$ cat src/rtl/prbs_pkg.sv
// Shared types and LFSR tap selection for the PRBS pattern source and future checkers.
package prbs_pkg;

  typedef enum logic [1:0] {
    IDLE  = 2'd0,
    RUN   = 2'd1,
    DRAIN = 2'd2
  } state_t;

  localparam int TAP_ORDER7  = 6;   // x^7 + x^6 + 1
  localparam int TAP_ORDER31 = 28;  // x^31 + x^28 + 1

  function automatic bit prbs_order_ok(input int order);
    return (order == 7) || (order == 31);
  endfunction

  function automatic int prbs_tap(input int order);
    return (order == 7) ? TAP_ORDER7 : TAP_ORDER31;
  endfunction

endpackage

$ cat src/rtl/prbs_word_step.sv
// Combinational advance of a Fibonacci LFSR by WIDTH serial steps; first bit lands in the word MSB.
module prbs_word_step
  import prbs_pkg::*;
#(
  parameter int ORDER = 31,
  parameter int WIDTH = 32
) (
  input  logic [ORDER-1:0] state_cur,
  output logic [ORDER-1:0] state_next,
  output logic [WIDTH-1:0] word
);

  localparam int TAP = prbs_tap(ORDER);

  always_comb begin
    logic [ORDER-1:0] s;
    logic             nb;
    s    = state_cur;
    nb   = 1'b0;
    word = '0;
    for (int i = WIDTH - 1; i >= 0; i--) begin
      nb      = s[ORDER-1] ^ s[TAP-1];
      s       = {s[ORDER-2:0], nb};
      word[i] = nb;
    end
    state_next = s;
  end

endmodule

$ cat src/rtl/prbs_stream_gen.sv
// Word-parallel PRBS source with an AXI-Stream master port, burst control and bit-0 error injection.
//   state | meaning
//   IDLE  | no stream, TVALID low
//   RUN   | output register reloads on every accept
//   DRAIN | last word presented, waiting for its accept
module prbs_stream_gen
  import prbs_pkg::*;
#(
  parameter int TDATA_WIDTH = 32,
  parameter int PRBS_ORDER  = 31
) (
  input  logic                   clk,
  input  logic                   areset,
  input  logic                   start,
  input  logic                   stop,
  input  logic [PRBS_ORDER-1:0]  seed,
  input  logic [31:0]            burst_len,
  input  logic                   inject_err,
  output logic [TDATA_WIDTH-1:0] M_AXIS_TDATA,
  output logic                   M_AXIS_TVALID,
  input  logic                   M_AXIS_TREADY,
  output logic                   busy,
  output logic                   done,
  output logic [31:0]            word_count
);

  if (!prbs_order_ok(PRBS_ORDER)) begin : g_bad_order
    $error("prbs_stream_gen: PRBS_ORDER must be 7 or 31");
  end
  if (TDATA_WIDTH < 8) begin : g_bad_width
    $error("prbs_stream_gen: TDATA_WIDTH must be at least 8");
  end

  state_t                  state_q, state_d;
  logic [PRBS_ORDER-1:0]   lfsr_q, lfsr_d;
  logic [TDATA_WIDTH-1:0]  tdata_q, tdata_d;
  logic                    tvalid_q, tvalid_d;
  logic [31:0]             remain_q, remain_d;
  logic                    endless_q, endless_d;
  logic                    burst_exit_q, burst_exit_d;
  logic                    pending_q, pending_d;
  logic                    done_q, done_d;
  logic [31:0]             word_count_q, word_count_d;

  logic [PRBS_ORDER-1:0]   seed_eff, step_in, step_next;
  logic [TDATA_WIDTH-1:0]  step_word;
  logic                    accept, inj;

  assign seed_eff = (seed == '0) ? '1 : seed;
  assign step_in  = (state_q == IDLE) ? seed_eff : lfsr_q;
  assign accept   = tvalid_q & M_AXIS_TREADY;
  assign inj      = inject_err | pending_q;

  prbs_word_step #(
    .ORDER (PRBS_ORDER),
    .WIDTH (TDATA_WIDTH)
  ) u_step (
    .state_cur  (step_in),
    .state_next (step_next),
    .word       (step_word)
  );

  always_comb begin
    state_d      = state_q;
    lfsr_d       = lfsr_q;
    tdata_d      = tdata_q;
    tvalid_d     = tvalid_q;
    remain_d     = remain_q;
    endless_d    = endless_q;
    burst_exit_d = burst_exit_q;
    pending_d    = pending_q | inject_err;
    done_d       = 1'b0;
    word_count_d = word_count_q + {31'd0, accept};
    case (state_q)
      IDLE: begin
        if (start && !stop) begin
          state_d      = RUN;
          lfsr_d       = step_next;
          tdata_d      = step_word ^ {{(TDATA_WIDTH-1){1'b0}}, inject_err};
          tvalid_d     = 1'b1;
          pending_d    = 1'b0;
          word_count_d = '0;
          endless_d    = (burst_len == 32'd0);
          remain_d     = burst_len - 32'd1;
          burst_exit_d = 1'b0;
          if (burst_len == 32'd1) begin
            state_d      = DRAIN;
            burst_exit_d = 1'b1;
          end
        end
      end
      RUN: begin
        if (stop) begin
          // A word accepted in the stop cycle leaves nothing to drain.
          if (!tvalid_q || accept) begin
            state_d  = IDLE;
            tvalid_d = 1'b0;
          end else begin
            state_d = DRAIN;
          end
        end else if (!tvalid_q || accept) begin
          lfsr_d    = step_next;
          tdata_d   = step_word ^ {{(TDATA_WIDTH-1){1'b0}}, inj};
          tvalid_d  = 1'b1;
          pending_d = 1'b0;
          remain_d  = remain_q - 32'd1;
          if (!endless_q && remain_q == 32'd1) begin
            state_d      = DRAIN;
            burst_exit_d = 1'b1;
          end
        end
      end
      DRAIN: begin
        if (!tvalid_q || accept) begin
          state_d  = IDLE;
          tvalid_d = 1'b0;
          done_d   = burst_exit_q;
        end
      end
      default: begin
        state_d  = IDLE;
        tvalid_d = 1'b0;
      end
    endcase
  end

  always_ff @(posedge clk or posedge areset) begin
    if (areset) begin
      state_q      <= IDLE;
      lfsr_q       <= '1;
      tdata_q      <= '0;
      tvalid_q     <= 1'b0;
      remain_q     <= '0;
      endless_q    <= 1'b0;
      burst_exit_q <= 1'b0;
      pending_q    <= 1'b0;
      done_q       <= 1'b0;
      word_count_q <= '0;
    end else begin
      state_q      <= state_d;
      lfsr_q       <= lfsr_d;
      tdata_q      <= tdata_d;
      tvalid_q     <= tvalid_d;
      remain_q     <= remain_d;
      endless_q    <= endless_d;
      burst_exit_q <= burst_exit_d;
      pending_q    <= pending_d;
      done_q       <= done_d;
      word_count_q <= word_count_d;
    end
  end

  assign M_AXIS_TDATA  = tdata_q;
  assign M_AXIS_TVALID = tvalid_q;
  assign busy          = (state_q != IDLE);
  assign done          = done_q;
  assign word_count    = word_count_q;

endmodule

$ cat config.mk
export PLATFORM = sky130hd
export DESIGN_NAME = prbs_stream_gen
export DESIGN_NICKNAME = d
export VERILOG_FILES = /design/src/rtl/prbs_pkg.sv /design/src/rtl/prbs_word_step.sv /design/src/rtl/prbs_stream_gen.sv
export SDC_FILE = /design/constraint.sdc
export NUM_CORES = 1
export LEC_CHECK = 0
export ABC_AREA = 0
export BUFFER_PORTS_ARGS = -buffer_cell sky130_fd_sc_hd__buf_2
export CORE_MARGIN = 4
export CORE_UTILIZATION = 60
export CTS_BUF_LIST = sky130_fd_sc_hd__clkbuf_8
export DETAILED_ROUTE_END_ITERATION = 12
export PLACE_DENSITY = 0.84
export SYNTH_ARGS = -nofsm -noshare
export SYNTH_HDL_FRONTEND = slang
export SYNTH_HIERARCHICAL = 1
export SYNTH_SLANG_ARGS = --single-unit
$ cat constraint.sdc
create_clock -name clk -period 11.1 [get_ports clk]
set_clock_uncertainty 0.05 [all_clocks]
set_input_delay 0.555 -clock clk [delete_from_list [all_inputs] [get_ports clk]]
set_output_delay 0.555 -clock clk [all_outputs]
set_load 0.1 [all_outputs]
== Word level (Yosys, flattened, before mapping) ==
Index checks and enable logic that the tools add are counted.
Word-level totals
  bits in latches: 0
  memory bits (read-only): 0
  register bits after elaboration: 134
  RAM bits: 0
  input port bits: 69
  memories: 0
Operators by class
  equal/unequal tests: 11
  reductions and logical operators: 16
  magnitude comparators: 0
  bitwise gates (word level): 36
  div/mod/pow operators: 0
  shift-type cells: 0
  $mul: 0
  mux-type cells: 41
  add/sub/neg operators: 3
Operators with widths (count)
  $mux 32: 8
  $mux 31: 5
  $pmux 32 s2: 2
  $eq 32x1->1 const B: 2
  $sub 32x1->32 const B: 2
  $xor 32x1->32: 2
  $pmux 31 s2: 1
  $add 32x1->32: 1
  $logic_not 32->1: 1
  $xor 1x1->1: 32
  $logic_not 31->1: 1
  $mux 1: 14
  $mux 2: 7
  $ne 2x2->1 const B: 4
  $reduce_and 4->1: 2
  $ne 3x3->1 const B: 2
  $pmux 2 s3: 1
  $reduce_and 5->1: 1
  $pmux 1 s2: 2
  $reduce_and 2->1: 2
  $reduce_bool 2->1: 2
  $logic_not 1->1: 3
  $pmux 1 s3: 1
  $eq 2x1->1 const B: 1
  7 further kinds: 8

== Depth between registers and ports, before layout ==
  depth after elaboration: 9
  mapped depth: 9
  gate-level depth less buffers: 8

== By module ==
Netlist, hierarchy kept.
By module, submodules not included
  prbs_stream_gen: cells each 859, instances 1, area each 7495.9 sq um, sequential area each 3392.0 sq um
  prbs_word_step: cells each 63, instances 1, area each 558.0 sq um, sequential area each 0.0 sq um

== Least setup slack after synthesis ==
OpenSTA, ideal clock, no wires.
  path type: reg-to-reg
  start: register tvalid_q (netlist: M_AXIS_TVALID)
  end: register word_count_q[22] (netlist: word_count[22])
  stages on the path, launching flop included: 9
  arrival: 2.601 ns
  setup time: 0.069 ns
  buffers on the path: 0
  path slack: 8.380 ns
  path through: dfrtp_1 -> and2_1 -> ha_1 -> ha_1 -> nand3_1 -> nor2_1 -> nand3_1 -> or4_1 -> nand2_1
Between the ends
  cells in the longest elaborated chain, start to end: 4
Ends and longest elaborated chain
  from (decl): RTL line prbs_stream_gen.sv:37  | logic tvalid_q, tvalid_d;
  from (signal assigned): RTL line prbs_stream_gen.sv:143  | tvalid_q <= tvalid_d;
  $and 1x1->1 (*): RTL line prbs_stream_gen.sv:51  | assign accept = tvalid_q & M_AXIS_TREADY;
  $add 32x1->32 (*): RTL line prbs_stream_gen.sv:73  | word_count_d = word_count_q + {31'd0, accept};
  $mux 32: RTL line prbs_stream_gen.sv:76  | if (start && !stop) begin
  $mux 32 (*): RTL line prbs_stream_gen.sv:74  | case (state_q)
  named net word_count_d[22]: RTL line prbs_stream_gen.sv:43  | logic [31:0] word_count_q, word_count_d;
  to (signal assigned): RTL line prbs_stream_gen.sv:149  | word_count_q <= word_count_d;
  to (decl): RTL line prbs_stream_gen.sv:43
The timed path passes the listed nets; every way through them passes the cells marked *.
A chain may end at the register's enable or synchronous reset.

== Worst setup path in the final report ==
  start: register state_q[0]
  end: register remain_q[19]
Between the ends
  cells in the longest elaborated chain, start to end: 3
Ends and longest elaborated chain
  from (decl): RTL line prbs_stream_gen.sv:34  | state_t state_q, state_d;
  from (signal assigned): RTL line prbs_stream_gen.sv:140  | state_q <= state_d;
  $eq 2x1->1 / $logic_not 2->1 (equally long branches): RTL line prbs_stream_gen.sv:74
  $ne 2x2->1 (no source line), or another cell as far along
  $reduce_and 4->1 (no source line)
  to (signal assigned): RTL line prbs_stream_gen.sv:144  | remain_q <= remain_d;
  to (decl): RTL line prbs_stream_gen.sv:38  | logic [31:0] remain_q, remain_d;
Several ways; a longest one is shown, not always the timed one.

==> flow_summary.ini <==
[status]
status = complete, no violations

[clock_network]
cts_buffer_depth = 2
numClockSinks = 134
cts-root-buf = clkbuf_8
clk-insertion-delay-late_ps = 440
cts_buffers = 17
cts_setup_buffers = 0
cts_tree = built
cts_resized = 0
clkTransAtPathRegs_ps = 80
ctsHoldBuffers = 0
htree_levels = 4

[logic_synthesis]
synth_top_cell_by_area = dfrtp_1
yosysWarnings = 6
synthSimpleGateAreaFrac_pct = 28.90
synthMuxAreaShare_pct = 0.2486
synth_seq_area_share_pct = 42.12
synthesis.area_mm2 = 0.008054
yosys-top-cells-count = nand2_1 (233), dfrtp_1 (103), nor2_1 (57), xor2_1 (53), clkbuf_1 (34)
synthArstFlopShare_pct = 100.0
synth_area_leaders = dfrtp_1 (32%), nand2_1 (11%), dfstp_2 (10%)
synth.most_common_cell = nand2_1
ys_ff_latch = 134
synth_top_family_by_area = simple AND/OR/NAND/NOR gates
synth_fa_ha_area_share_pct = 0.9321
avgSynthCellArea_um2 = 8.735
synth_compound_area_share_pct = 12.66
synthXorXnorAreaFrac_pct = 9.694
synth_top_area_share_pct = 32.00
synth.distinct_cells = 70
synthesis.nets = 997
synth_cells = 922
synthFlopType = dfrtp_1
synth_edf_count = 0

[worst_setup_path]
critPathCaptureType = flop
critPathLaunchType = flop
critPathTopFamily = simple AND/OR/NAND/NOR gates
crit_chain = nand2b_1 > nor3_1 > nand3_1 > or3_1 > o211ai_1
worstPathMaxFanout = 25
r2r_cells = 5
cp.depth = 5
path_class = flop to flop
cpMaxStageDelayCell = nor3_1
crit_arrival_ps = 3410
cp_data_required_time_ps = 11410
crit_buf_inv = 0
critPathMaxStageDelay_ps = 1070

[layout]
finish.net_count = 1082
final_cells = 1196
drive_above_1_share_pct = 23.04
final_util_pct = 68.45
syn_to_final_growth_pct = 12.10
multiInputGateArea_mm2 = 0.004230
regArea_mm2 = 0.003392
antenna_cells = 0
n_fill_cell = 1071

[grt]
overflow = 0
antenna_found_initial = 0
grt_pass1_vias = 6564
grt_max_degree = 92
grt_use_total_pct = 26.98
grt_pass1_wl_mm = 32.82

[floorplanning]
die_w_um = 123.9
boundaryPins = 136
die_area_mm2 = 0.01534
start_util_pct = 61.06
std_cell_rows = 42
fp.dieH_um = 123.9
coreArea_mm2 = 0.01319

[pwr]
p_leak_uw = 0.004124
irDropWorstVdd_mv = 0.2537
powerDensity_mw_per_mm2 = 259.0

[detailed_routing]
drc = 0
drt-wirelength-per-cell_um = 16.84
drtIter0Drc = 559
vias = 7127
wirelength_mm = 20.14
antenna_left = 0
routed_via_density = 5.959
dr.pass1.iters = 5

[placed_design]
dp.final_hpwl_mm = 14.04
io_buffers = 135
post-place-cells = 1164
place_congestion = 0.8800

[timing]
fmax_ghz = 0.3224
finalSetupViolCount = 0
worst_slew_pin_slew_ps = 1258
hold_viol = 0
fin_crit_sh_pct = 27.95
setup_tns_ps = 0
slew_violations = 0
rsz0062_at_grt = false
min_period_ps = 3102
slew_headroom_pct = 16.09

[run]
drv_cap = 0

[worst_hold_path]
hold_path_class = input pin to asynchronous set/reset pin
registers in the layout (all words and copies together), names as in the netlist:
name           cells
M_AXIS_TDATA      32
pending_q          1
remain_q          32
endless_q          1
word_count        32
done               1
state_q            2
M_AXIS_TVALID      1
lfsr_q            31
burst_exit_q       1
stage by stage:
stage,power [µW],instance area (µm²),worst slack (ps),hold slack (ps)
floorplan,1778,8054,6964,389.3
global placement,1884,8607,7842,396.1
detailed placement,1906,8607,7785,402.4
CTS,2344,9029,8059,201.4
global route,2465,9029,7716,229.8
finish,2338,9029,7998,191.4
path summary, 6_finish.rpt:
kind,start,end,slack (ps)
setup / recovery,state_q[0],remain_q[19],8000
min in group clk,start,state_q[0],360
hold reg to reg,lfsr_q[12],lfsr_q[12],410
hold / removal,areset,M_AXIS_TDATA[25],190
setup reg to reg,state_q[0],remain_q[19],8000
max in group asynchronous,areset,remain_q[17],9420
placed cells by master (no fill, tap or decap), types with 5 or more instances in the layout:
master | netlist | final
o21ai_0 | 31 | 30
nor4_2 | 5 | 5
xor2_1 | 53 | 53
buf_4 | 31 | 8
nor4_1 | 25 | 25
and4_1 | 5 | 5
a31oi_1 | 7 | 7
nand2_1 | 233 | 233
xnor2_1 | 28 | 28
o211ai_1 | 12 | 12
nor2_1 | 57 | 56
a21oi_1 | 17 | 17
nor3_1 | 29 | 29
and3_1 | 8 | 8
or3_1 | 11 | 11
buf_2 | 6 | 135
o221ai_1 | 6 | 6
dfrtp_1 | 103 | 103
nor2b_1 | 5 | 5
o22a_1 | 31 | 31
clkbuf_8 | 0 | 18
inv_1 | 7 | 7
or4_4 | 6 | 6
nand4_1 | 21 | 21
or4_1 | 8 | 8
dfstp_2 | 31 | 31
ha_1 | 6 | 6
nand3_1 | 25 | 25
nand2b_1 | 8 | 8
power breakdown:
group | internal, µW | switching (µW)
Combinational | 249 | 832
Clock | 230 | 203
Sequential | 693 | 131
Total | 1170 | 1170
routing by layer:
metal	global-route usage, %	share of wire (%)	vias to the layer above
met1	36.62	42	3406
met5	0	0	-
met3	6.222	6.7	41
li1	-	-	3391
met2	43.36	49	289
met4	7.958	2.3	0
cells by family (layout without fill, tap and decap cells):
kind of cell             count (synthesis)  after routing
AO/OA/AOI/OAI                          140            140
flip-flops                             134            134
buffers and inverters                   84            182
adder cells (fa/ha/maj)                  6              6
multiplexers                             2              2
AND/OR/NAND/NOR                        472            472
XOR/XNOR                                84             84
layout make-up:
cell class	count	area share, %
inverter	7	0.3187
timing repair buffer	143	8.149
clock buffer	18	2.744
sequential	134	37.57
clock inverter	14	1.926
tap	176	2.439
multi-input combinational	704	46.85
worst register-to-register path, cell delays in order, from the launching register on:
cell	delay, ps
dfrtp_1	590
nand2b_1	610
nor3_1	1070
nand3_1	240
or3_1	370
o211ai_1	100
(Power assumes the default switching activity.)
